File: src/rtl/mem_port_arbiter.sv
// -----------------------------------------------------------------------------
// mem_port_arbiter
//
// Shares one single-port memory between the instruction-fetch (I) and the
// load/store (D) requesters. It is a fixed-latency sequencer:
//   IDLE   : wait for a request, pick a winner and latch its command
//   ACCESS : drive the memory port for MEM_LAT cycles from the latched command
//   DONE   : one-cycle ack to the winner, read data held in its rdata register
// D normally has priority. A streak counter lets D win at most MAX_STREAK
// times in a row while I is waiting; after that I is forced through.
//
// Ports
//   clk, rst_n          clock (posedge) and asynchronous active-low reset
//   i_req/i_adr         fetch request (level, held until i_ack) and byte address
//   i_rdata/i_ack       fetched word and its one-cycle completion pulse
//   d_req/d_we/d_adr/   data request (level, held until d_ack), 1=store,
//   d_wdata             byte address and store data
//   d_rdata/d_ack       load word and its one-cycle completion pulse
//   m_en/m_we/m_adr/    memory port: active, write enable, byte address,
//   m_wdata/m_rdata     write data, read data (valid by the last ACCESS cycle)
//   owner               0=I, 1=D; meaningful while m_en=1
// -----------------------------------------------------------------------------
module mem_port_arbiter #(
   parameter int MEM_LAT    = 2,
   parameter int MAX_STREAK = 4
) (
   input  logic        clk,
   input  logic        rst_n,
   input  logic        i_req,
   input  logic [31:0] i_adr,
   output logic [31:0] i_rdata,
   output logic        i_ack,
   input  logic        d_req,
   input  logic        d_we,
   input  logic [31:0] d_adr,
   input  logic [31:0] d_wdata,
   output logic [31:0] d_rdata,
   output logic        d_ack,
   output logic        m_en,
   output logic        m_we,
   output logic [31:0] m_adr,
   output logic [31:0] m_wdata,
   input  logic [31:0] m_rdata,
   output logic        owner
);

   // A one-bit counter is kept even for MEM_LAT=1 so the vector is never empty.
   localparam int CNT_W = (MEM_LAT > 1) ? $clog2(MEM_LAT) : 1;
   localparam int STK_W = $clog2(MAX_STREAK + 1);

   localparam logic [CNT_W-1:0] CNT_INIT   = CNT_W'(MEM_LAT - 1);
   localparam logic [STK_W-1:0] STREAK_MAX = STK_W'(MAX_STREAK);

   typedef enum logic [1:0] {
      IDLE   = 2'd0,
      ACCESS = 2'd1,
      DONE   = 2'd2
   } state_t;

   state_t            state_reg,   state_next;
   logic [CNT_W-1:0]  cnt_reg,     cnt_next;
   logic [STK_W-1:0]  streak_reg,  streak_next;
   logic              owner_reg,   owner_next;
   logic              we_reg,      we_next;
   logic [31:0]       adr_reg,     adr_next;
   logic [31:0]       wdata_reg,   wdata_next;
   logic [31:0]       i_rdata_reg, i_rdata_next;
   logic [31:0]       d_rdata_reg, d_rdata_next;
   logic              grant_d;

   // ---------------------------------------------------------------- state
   always_ff @(posedge clk or negedge rst_n) begin
      if (!rst_n) begin
         state_reg   <= IDLE;
         cnt_reg     <= '0;
         streak_reg  <= '0;
         owner_reg   <= 1'b0;
         we_reg      <= 1'b0;
         adr_reg     <= '0;
         wdata_reg   <= '0;
         i_rdata_reg <= '0;
         d_rdata_reg <= '0;
      end else begin
         state_reg   <= state_next;
         cnt_reg     <= cnt_next;
         streak_reg  <= streak_next;
         owner_reg   <= owner_next;
         we_reg      <= we_next;
         adr_reg     <= adr_next;
         wdata_reg   <= wdata_next;
         i_rdata_reg <= i_rdata_next;
         d_rdata_reg <= d_rdata_next;
      end
   end

   // ------------------------------------------------- next state / datapath
   always_comb begin
      state_next   = state_reg;
      cnt_next     = cnt_reg;
      streak_next  = streak_reg;
      owner_next   = owner_reg;
      we_next      = we_reg;
      adr_next     = adr_reg;
      wdata_next   = wdata_reg;
      i_rdata_next = i_rdata_reg;
      d_rdata_next = d_rdata_reg;

      // D wins unless I is waiting and D has already used up its streak.
      grant_d = d_req && !(i_req && (streak_reg == STREAK_MAX));

      case (state_reg)
         IDLE: begin
            if (i_req || d_req) begin
               state_next = ACCESS;
               cnt_next   = CNT_INIT;
               owner_next = grant_d;
               if (grant_d) begin
                  adr_next   = d_adr;
                  we_next    = d_we;
                  wdata_next = d_wdata;
                  // Only grants that made I wait extend the streak; saturate
                  // as a guard even though the limit already blocks D there.
                  if (!i_req)
                     streak_next = '0;
                  else if (streak_reg != STREAK_MAX)
                     streak_next = streak_reg + 1'b1;
               end else begin
                  adr_next    = i_adr;
                  we_next     = 1'b0;
                  wdata_next  = '0;
                  streak_next = '0;
               end
            end
         end

         ACCESS: begin
            if (cnt_reg != '0) begin
               cnt_next = cnt_reg - 1'b1;
            end else begin
               state_next = DONE;
               // Stores leave the read-data register untouched.
               if (!we_reg) begin
                  if (owner_reg)
                     d_rdata_next = m_rdata;
                  else
                     i_rdata_next = m_rdata;
               end
            end
         end

         DONE: begin
            // Requests are ignored here; the requester drops its request on
            // the edge that ends this cycle.
            state_next = IDLE;
         end

         default: begin
            state_next = IDLE;
         end
      endcase
   end

   // ---------------------------------------------------------------- outputs
   // Port signals are gated by ACCESS so the memory sees nothing in IDLE/DONE.
   assign m_en    = (state_reg == ACCESS);
   assign m_we    = m_en & we_reg;
   assign m_adr   = m_en ? adr_reg   : '0;
   assign m_wdata = m_en ? wdata_reg : '0;
   assign owner   = m_en & owner_reg;

   assign i_ack   = (state_reg == DONE) & ~owner_reg;
   assign d_ack   = (state_reg == DONE) &  owner_reg;

   assign i_rdata = i_rdata_reg;
   assign d_rdata = d_rdata_reg;

endmodule

File: config.mk
export PLATFORM = sky130hd
export DESIGN_NAME = mem_port_arbiter
export DESIGN_NICKNAME = d
export VERILOG_FILES = /design/src/rtl/mem_port_arbiter.sv
export SDC_FILE = /design/constraint.sdc
export NUM_CORES = 1
export LEC_CHECK = 0
export ABC_AREA = 1
export BUFFER_PORTS_ARGS = -buffer_cell sky130_fd_sc_hd__buf_2
export CAP_MARGIN = 25
export CORE_AREA = 2 2 152 95
export DETAILED_ROUTE_END_ITERATION = 10
export DIE_AREA = 0 0 154 97
export GPL_ROUTABILITY_DRIVEN = 0
export GPL_TIMING_DRIVEN = 1
export MAX_ROUTING_LAYER = met4
export PLACE_DENSITY = 0.79
export SLEW_MARGIN = 10
export SYNTH_ARGS = -nofsm -noshare
export SYNTH_HDL_FRONTEND = slang
export SYNTH_SLANG_ARGS = --single-unit
File: constraint.sdc
create_clock -name clk -period 1.7 [get_ports clk]
set_input_delay 0.085 -clock clk [delete_from_list [all_inputs] [get_ports clk]]
set_output_delay 0.085 -clock clk [all_outputs]
set_load 0.005 [all_outputs]
==> results of run 1 <==
[synth_stat cells, types with 2 or more instances]
library cell  count
buf_1             6
ha_1              2
inv_2             2
nor2_1           70
nand2_1         269
buf_2            19
dfrtp_1         136
nand2_2           2
clkbuf_1          2
buf_4            11
buf_6             4
o21ai_0          13
nand3_1          64
nor3_1            2
nor2_4            2
o21ai_1          55
inv_1           167
[routing by layer]
metal | part of all wire, % | track usage, %
met5 | 0 | -
met4 | 1.8 | 8.63
met1 | 43 | 32.9
met3 | 7.3 | 6.54
met2 | 48 | 44.8
[cells by family after synthesis]
group | Yosys count
DFF | 136
buffers and inverters | 212
and+or+nand+nor | 414
adders and majority gates | 2
AOI/OAI and AO/OA | 69
[report_power, final]
group / switching [mW] / total, mW / internal (mW)
Sequential: 0.842 / 5.59 / 4.75
Clock: 1.49 / 3.63 / 2.14
Combinational: 3.53 / 6.12 / 2.59
[cell usage in the layout (no fill, tap or decap), types with 2 or more instances in the layout]
master,Yosys,routed
nand2_1,269,269
buf_2,19,264
inv_1,167,167
dfrtp_1,136,136
dlygate4sd3_1,0,110
nor2_1,70,70
nand3_1,64,64
o21ai_1,55,55
clkbuf_16,0,17
o21ai_0,13,13
buf_12,0,8
buf_4,11,6
inv_6,0,5
clkinvlp_4,0,3
nand2_4,1,2
inv_2,2,2
nor2_4,2,2
nor3_1,2,2
ha_1,2,2
clkbuf_8,0,2
clkinv_4,0,2
inv_8,0,2
[critical path: cells and delay by family (launching register included)]
| kind | cells | cell delay [ns] |
|---|---|---|
| flops | 1 | 0.38 |
| simple gates | 2 | 0.28 |
| buf+inv | 3 | 0.48 |
[timing repair]
action	4_1_cts	5_1_grt
resized for setup	1	2
endpoints found under the setup margin	1	5
hold endpoints to repair	263	0
hold buffers	110	0
gates cloned	0	0
[through the flow]
step	instances	total power, mW	hold WS [ns]
after floorplan	833	8.93	-0.211
after global placement	1245	11.2	-0.0208
after detailed placement	1245	11.4	-0.0230
after CTS	1387	15.3	0.000682
after global routing	1387	16.5	0.0222
final	1387	15.3	0.0215
[final timing paths]
check                                to
setup / recovery              m_adr[24]
hold / removal              adr_reg[28]
setup reg to reg                cnt_reg
hold reg to reg            state_reg[1]
max in group asynchronous  wdata_reg[4]
min in group asynchronous    adr_reg[8]
[final cells by class]
type | count | share of cell area [%]
clock buffers | 19 | 4.73
clock inverters | 13 | 1.42
inverters | 169 | 6.62
multi-input cells | 485 | 21.7
flip-flops and latches | 136 | 35.5
well taps | 175 | 2.29
repair buffers | 390 | 27.7
==> flow_summary.toml, run 1 <==
[status]
status = "complete, no violations"

[route]
vias = 6522
viasPerCell = 4.70
drc = 0
wl_per_cell_microns = 13.9
wl_microns = 19300
antenna_left = 0
firstDrtPassIters = 5
drtIter0Drc = 443

[logic_synthesis]
synthesis.nets = 968
synth_top_area_share_pct = 53.4
synthAdderAreaFrac_pct = 0.393
synth-seq-cells = 136
synthFlopType = "dfrtp_1"
postSynthCellCount = 833
syn_area_per_cell_sq_um = 7.64
synth-simple-area-share_pct = 26.5
synthTopCellsByArea = "dfrtp_1 53%, nand2_1 16%, inv_1 9.8%"
synth_area_sq_um = 6370
synth-compound-area-share_pct = 5.60
synth_top_family_by_area = "simple AND/OR/NAND/NOR gates"
ys_seq_area_share_pct = 53.4
synth_largest_area_cell = "dfrtp_1"
synthArstFlopShare_pct = 100
synthMuxAreaShare_pct = 0
synth_edf_count = 0
yosysUniqueCellTypes = 24
synth_xor_area_share_pct = 0
ys.warnings.count = 0

[worst_setup_path]
critPathMaxFanout = 27
critPathLaunch = "state_reg[1]"
crit_arrival_ns = 1.54
crit_type = "reg -> out"
rr_worst_depth = 4
cpMaxStageDelayCell = "dfrtp_1"
cp_slowest_stage_delay_ns = 0.38
endpoint_kind = "output port"
reg2reg_from = "state_reg[0]"
worst_ep_required_time_ns = 1.62
regToRegSetupSlack_ns = 0.24
start_kind = "register"
path_cells = "inv_1 -> nand2_4 -> buf_8 -> nor2_1 -> buf_2"

[placed_design]
dp_hpwl_microns = 11800
placement.io_buffers = 265
place_ws_ns = 0.286
dpl_cell_area_sq_um = 7870

[sta]
rsz0062_at_grt = "no"
setup_ws_ns = 0.0786
tightest_slew_ns = 0.408
finalClockSkew_ns = 0.0129
finalHoldViolations = 0
fin_setup_tns_ns = 0
slew_viol_final = 0
period_needed_ns = 1.62
fmax_ghz = 0.617
fin_crit_sh_pct = 95.4
finalSetupViolations = 0
slew_headroom_pct = 72.8

[flow_run]
drv_cap = 0

[clock_network]
root_buffer = "clkbuf_16"
clock_latency_ns = 0.40
cts_buffers = 17
cts_setup_buffers = 0
clkSlewWorstSetupHoldPaths_ns = 0.06
htree_levels = 4
clock-sinks = 136
cts_tree = "yes"
cts.path.max_buffers = 2

[final_layout]
post-route-util_pct = 71.4
final_area_sq_um = 9580
regArea_sq_um = 3400
fillers = 984
area_delta_synth_final_pct = 50.4
diodes = 0
multiInputGateArea_sq_um = 2080
num-nets-final = 1334
final_layout_size_suffix_gt1_share_pct = 26.6

[floorplan]
row_count = 33
coreArea_sq_um = 13400
dieArea_sq_um = 14900
die_width_microns = 154
die_h_microns = 97
io_pins = 266
start_util_pct = 47.4

[global_routing]
grt_overflow = 0
grt_max_degree = 65
grt_pass1_wl_microns = 31500
grt_pass1_vias = 6611
antenna_found_initial = 0
grt_usage_pct = 27.0

[power_and_ir_drop]
p_leak_nw = 5.61
p_per_area_nw_per_um2 = 1600
vdd_drop_max_uv = 725

[hold_path]
holdPathStages = 5
hold_start = "d_adr[28]"
worstHoldPathType = "in -> reg"
(Power assumes the default switching activity.)
==> run 2, diff against run 1 <==
Settings changed: RECOVER_POWER set to 100, SLEW_MARGIN 10 to not set.
==> run 2 against run 1 <==
Register-to-register slack worse by 0.12 ns. Core utilization is 1.4 points lower. Critical path depth stayed put. Hold slack better by 0.0011 ns.
==> flow_summary.toml, run 2 (synthesis results as in run 1) <==
[status]
status = "complete, no violations"

[worst_setup_path]
regToRegSetupSlack_ns = 0.12
rr_worst_depth = 7
critPathMaxFanout = 27
crit_arrival_ns = 1.55
reg2reg_from = "streak_reg[0]"
start_kind = "register"
worst_ep_required_time_ns = 1.62
endpoint_kind = "output port"
crit_type = "reg -> out"
r2r_end = "adr_reg[25]"

[hold_path]
worstHoldPathType = "in -> reg"
hold_start = "d_adr[17]"
holdPathStages = 5
min_to = "adr_reg[17]"

[sta]
finalClockSkew_ns = 0.0128
fin_setup_tns_ns = 0
tightest_slew_ns = 0.731
slew_headroom_pct = 51.3
rsz0062_at_grt = "no"
finalSetupViolations = 0
fin_crit_sh_pct = 96.1
fmax_ghz = 0.612
finalHoldViolations = 0
period_needed_ns = 1.63
slew_viol_final = 0

[final_layout]
final_layout_size_suffix_gt1_share_pct = 19.1
area_delta_synth_final_pct = 47.5
num-nets-final = 1334
layout_common_cells = "269 x nand2_1, 169 x inv_1, 160 x buf_2"
final_area_sq_um = 9390
layout.cells.non_filler = 1387
layout_commonest_cell = "nand2_1"
regArea_sq_um = 3400
diodes = 0
multiInputGateArea_sq_um = 2060
fillers = 1059

[placed_design]
place_inst = 1245
placement.io_buffers = 265
dpl_cell_area_sq_um = 7870
dp_hpwl_microns = 11800

[flow_run]
drv_cap = 0

[power_and_ir_drop]
vdd_drop_max_uv = 712
p_seq_share_pct = 37.5
clock_power_share_pct = 24.2
comb_power_share_pct = 38.3
p_sw_mw = 5.82
p_leak_nw = 5.26
p_per_area_nw_per_um2 = 1590
switching_share_pct = 38.9
p_int_mw = 9.14

[route]
wl_per_cell_microns = 14.0
viasPerCell = 4.67
drtIter0Drc = 469
drc = 0
wl_microns = 19400
vias = 6480
antenna_left = 0
firstDrtPassIters = 5

[floorplan]
coreArea_sq_um = 13400
io_pins = 266
row_count = 33
die_width_microns = 154
start_util_pct = 47.4
dieArea_sq_um = 14900
die_h_microns = 97

[global_routing]
grt_pass1_wl_microns = 31500
grt_max_degree = 65
antenna_found_initial = 0
grt_pass1_vias = 6611
grt_overflow = 0
grt_usage_pct = 27.0

[clock_network]
clkSlewWorstSetupHoldPaths_ns = 0.06
cts_tree = "yes"
cts_setup_buffers = 0
cts_buffers = 17
cts.path.max_buffers = 2
htree_levels = 4
clock_latency_ns = 0.41
clock-sinks = 136
root_buffer = "clkbuf_16"
run 2: changes by cell type in the layout (fill, tap and decap cells not counted):
cell,before,now
buf_2,264,160
clkbuf_1,0,87
o21ai_0,13,59
o21ai_1,55,9
clkbuf_2,0,20
buf_12,8,4
clkbuf_4,0,3
buf_4,6,4
inv_1,167,169
inv_2,2,0
nor2_1,70,72
nor2_4,2,0
buf_6,1,2
buf_8,1,0
run 2: how the worst max path moves through the flow:
stage	start	endpoint	slack, ns
floorplan	streak_reg[0]	adr_reg[10]	0.35
global placement	streak_reg[0]	we_reg	0.32
detailed placement	streak_reg[0]	wdata_reg[30]	0.29
CTS	state_reg[1]	m_adr[24]	0.04
global route	streak_reg[0]	adr_reg[26]	0.02
finish	state_reg[1]	m_adr[24]	0.07
run 2: area by class of cell:
class                      count  area share (%)
tap                          175            2.33
timing repair buffer         390            26.4
sequential                   136            36.2
clock buffer                  19            4.82
multi-input combinational    485            22.0
clock inverter                13            1.45
inverter                     169            6.75
run 2: power groups by stage:
stage          combinational [mW]  sequential, mW  clock [mW]
2_1_floorplan                3.40            5.53           0
3_3_place_gp                 5.65            5.54           0
3_5_place_dp                 5.81            5.57           0
4_1_cts                      6.03            5.55        3.69
5_1_grt                      6.54            5.77        3.84
6_report                     5.72            5.61        3.63
run 2: critical path, stage by stage, from the launching register on:
cell and delay (ns):
dfrtp_1 0.38, inv_1 0.14, nand2_4 0.10, buf_6 0.20, nor2_1 0.17, clkbuf_1 0.16
run 2: per-layer routing:
layer / part of all wire, % / vias to the layer above / GRT usage [%] / wire, microns
li1: - / 3194 / - / -
met1: 43 / 2970 / 32.9 / 8280
met2: 48 / 281 / 44.8 / 9390
met3: 7.0 / 35 / 6.54 / 1370
met4: 1.7 / 0 / 8.63 / 335
met5: 0 / - / - / 0
run 2: stage by stage:
stage	setup WS, ns	hold slack [ns]	total power, mW	utilization, %
after floorplan	0.347	-0.211	8.93	-
after global placement	0.324	-0.0208	11.2	58.7
after detailed placement	0.286	-0.0230	11.4	58.7
after CTS	0.0367	0.000682	15.3	71.3
after global routing	0.0163	0.0231	16.1	70.0
final	0.0667	0.0226	15.0	70.0
run 2: repair_timing:
action / 4_1_cts / 5_1_grt
endpoints found under the hold margin: 263 / 0
setup endpoints to repair: 1 / 5
hold buffers: 110 / 0
gates resized for setup: 1 / 2
==> run 3, diff against run 2 <==
Settings changed: CORE_AREA 2 2 152 95 to 2 2 119 121, DIE_AREA 0 0 154 97 to 0 0 121 123, PLACE_DENSITY 0.79 to 0.78.
==> run 3 against run 2 <==
Core utilization grew 0.34 points. Non-clock buffer count grew 7. Global-route usage shrank 0.56 points. Sequential share of layout area shrank 0.69 points. Register-to-register slack gained 0.04 ns. Critical path type unchanged. Critical endpoint is now m_adr[17]. Sequential power is essentially flat. Maximum frequency grew 1.5%. Count of clock-buffer cells in the layout shrank 1. First-iteration DRC count grew 18%. Wire length grew 0.43%. Hold slack lost 0.0078 ns.
==> flow_summary.toml, run 3 (synthesis results as in run 1) <==
[floorplan]
coreArea_sq_um = 13600
start_util_pct = 46.8
row_count = 43
die_width_microns = 121
die_h_microns = 123
io_pins = 266
dieArea_sq_um = 14900

[sta]
slew_viol_final = 0
finalSetupViolations = 0
fin_setup_tns_ns = 0
slew_headroom_pct = 16.1
fmax_ghz = 0.621
finalClockSkew_ns = 0.0101
period_needed_ns = 1.61
finalHoldViolations = 0
rsz0062_at_grt = "no"
tightest_slew_ns = 1.26
fin_crit_sh_pct = 94.6

[route]
firstDrtPassIters = 5
wl_per_cell_microns = 13.9
vias = 6671
drtIter0Drc = 553
antenna_left = 0
drc = 0
wl_microns = 19500
viasPerCell = 4.77

[power_and_ir_drop]
vdd_drop_max_uv = 734
p_leak_nw = 5.31
p_int_mw = 9.78
clock_power_share_pct = 26.7
p_sw_mw = 5.76
p_seq_share_pct = 36.1
switching_share_pct = 37.1
comb_power_share_pct = 37.2
p_per_area_nw_per_um2 = 1620

[global_routing]
antenna_found_initial = 0
grt_pass1_vias = 6337
grt_usage_pct = 26.5
grt_max_degree = 65
grt_overflow = 0
grt_pass1_wl_microns = 30100

[clock_network]
htree_levels = 4
clock_latency_ns = 0.41
cts_buffers = 17
clkSlewWorstSetupHoldPaths_ns = 0.06
root_buffer = "clkbuf_16"
clock-sinks = 136
cts.path.max_buffers = 2
cts_tree = "yes"

[final_layout]
multiInputGateArea_sq_um = 2080
post-route-util_pct = 70.3
final_layout_size_suffix_gt1_share_pct = 18.3
layout_commonest_cell = "nand2_1"
layout_common_cells = "269 x nand2_1, 168 x inv_1, 145 x buf_2"
num-nets-final = 1341
fillers = 1082
area_delta_synth_final_pct = 50.3
final_area_sq_um = 9570
regArea_sq_um = 3400
diodes = 0

[worst_setup_path]
worst_ep_required_time_ns = 1.62
crit_arrival_ns = 1.52
endpoint_kind = "output port"
start_kind = "register"
crit_type = "reg -> out"
cp_slowest_stage_delay_ns = 0.37
critPathMaxFanout = 32
path_cells = "inv_1 -> nand2_4 -> buf_6 -> nor2_1 -> buf_1"
cpMaxStageDelayCell = "dfrtp_1"

[hold_path]
worstHoldPathType = "in -> reg"

[flow_run]
drv_cap = 0

[placed_design]
dp_hpwl_microns = 11300
placement.io_buffers = 265
dpl_cell_area_sq_um = 7880

[status]
status = "complete, no violations"
run 3: changes by cell type in the layout (fill, tap and decap cells not counted), sizes merged:
cell	previous run	this run
dlygate4sd3	110	115
clkbuf	129	139
inv	176	171
clkinvlp	3	1
clkinv	2	5
buf	170	161
bufinv	1	6
run 3: final cells by class:
class | count | share of cell area, %
flip-flops and latches | 136 | 35.6
repair buffers | 397 | 26.7
multi-input cells | 485 | 21.7
inverters | 169 | 6.63
clock buffers | 18 | 4.48
clock inverters | 14 | 2.56
well taps | 180 | 2.35
run 3: routing by layer:
layer	up-vias	routed length, microns	global-route usage, %
met5	-	0	-
met4	0	705	13.4
met3	66	1240	5.40
met2	324	10000	43.7
met1	3076	7500	30.9
li1	3205	-	-
run 3: power by group through the flow:
stage | logic [mW] | registers (mW) | clock network (mW)
after floorplan | 3.40 | 5.53 | 0
after global placement | 5.62 | 5.52 | 0
after detailed placement | 5.78 | 5.55 | 0
after CTS | 6.00 | 5.55 | 4.23
after global routing | 6.57 | 5.78 | 4.36
final | 5.78 | 5.61 | 4.15
run 3: stage by stage:
stage               setup slack, ns  total power, mW  hold WS [ns]  std cells
floorplan                     0.347             8.93        -0.211        833
global placement              0.267             11.1        0.0825       1250
detailed placement            0.185             11.3        0.0818       1250
CTS                          0.0434             15.8      0.000744       1397
global route                 0.0341             16.7        0.0306       1399
finish                       0.0910             15.5        0.0148       1399
run 3: what timing repair did:
action                     in CTS  in global routing
gates resized for setup         1                  2
gates cloned                    0                  1
hold buffers                  115                  0
hold endpoints to repair      178                  0
setup buffers                   0                  1
setup endpoints to repair       1                 11
pin swaps                       0                  1
run 3: path summary, 6_finish.rpt:
| kind | from | endpoint | slack (ns) | cells after the start |
|---|---|---|---|---|
| worst min register to register | cnt_reg | state_reg[1] | 0.45 | 1 |
| worst max register to register | streak_reg[0] | adr_reg[25] | 0.16 | 7 |
| worst max-delay path | state_reg[1] | m_adr[17] | 0.09 | 5 |
| worst min-delay path | d_adr[27] | adr_reg[27] | 0.01 | 5 |
| min in group asynchronous | rst_n | adr_reg[15] | 0.50 | 2 |
| max in group asynchronous | rst_n | wdata_reg[12] | 0.31 | 3 |
run 3: worst max-delay path, delay by kind of cell, from the launching register on:
family | cells | cell delay, ns
buf+inv | 3 | 0.46
flops | 1 | 0.37
simple gates | 2 | 0.26
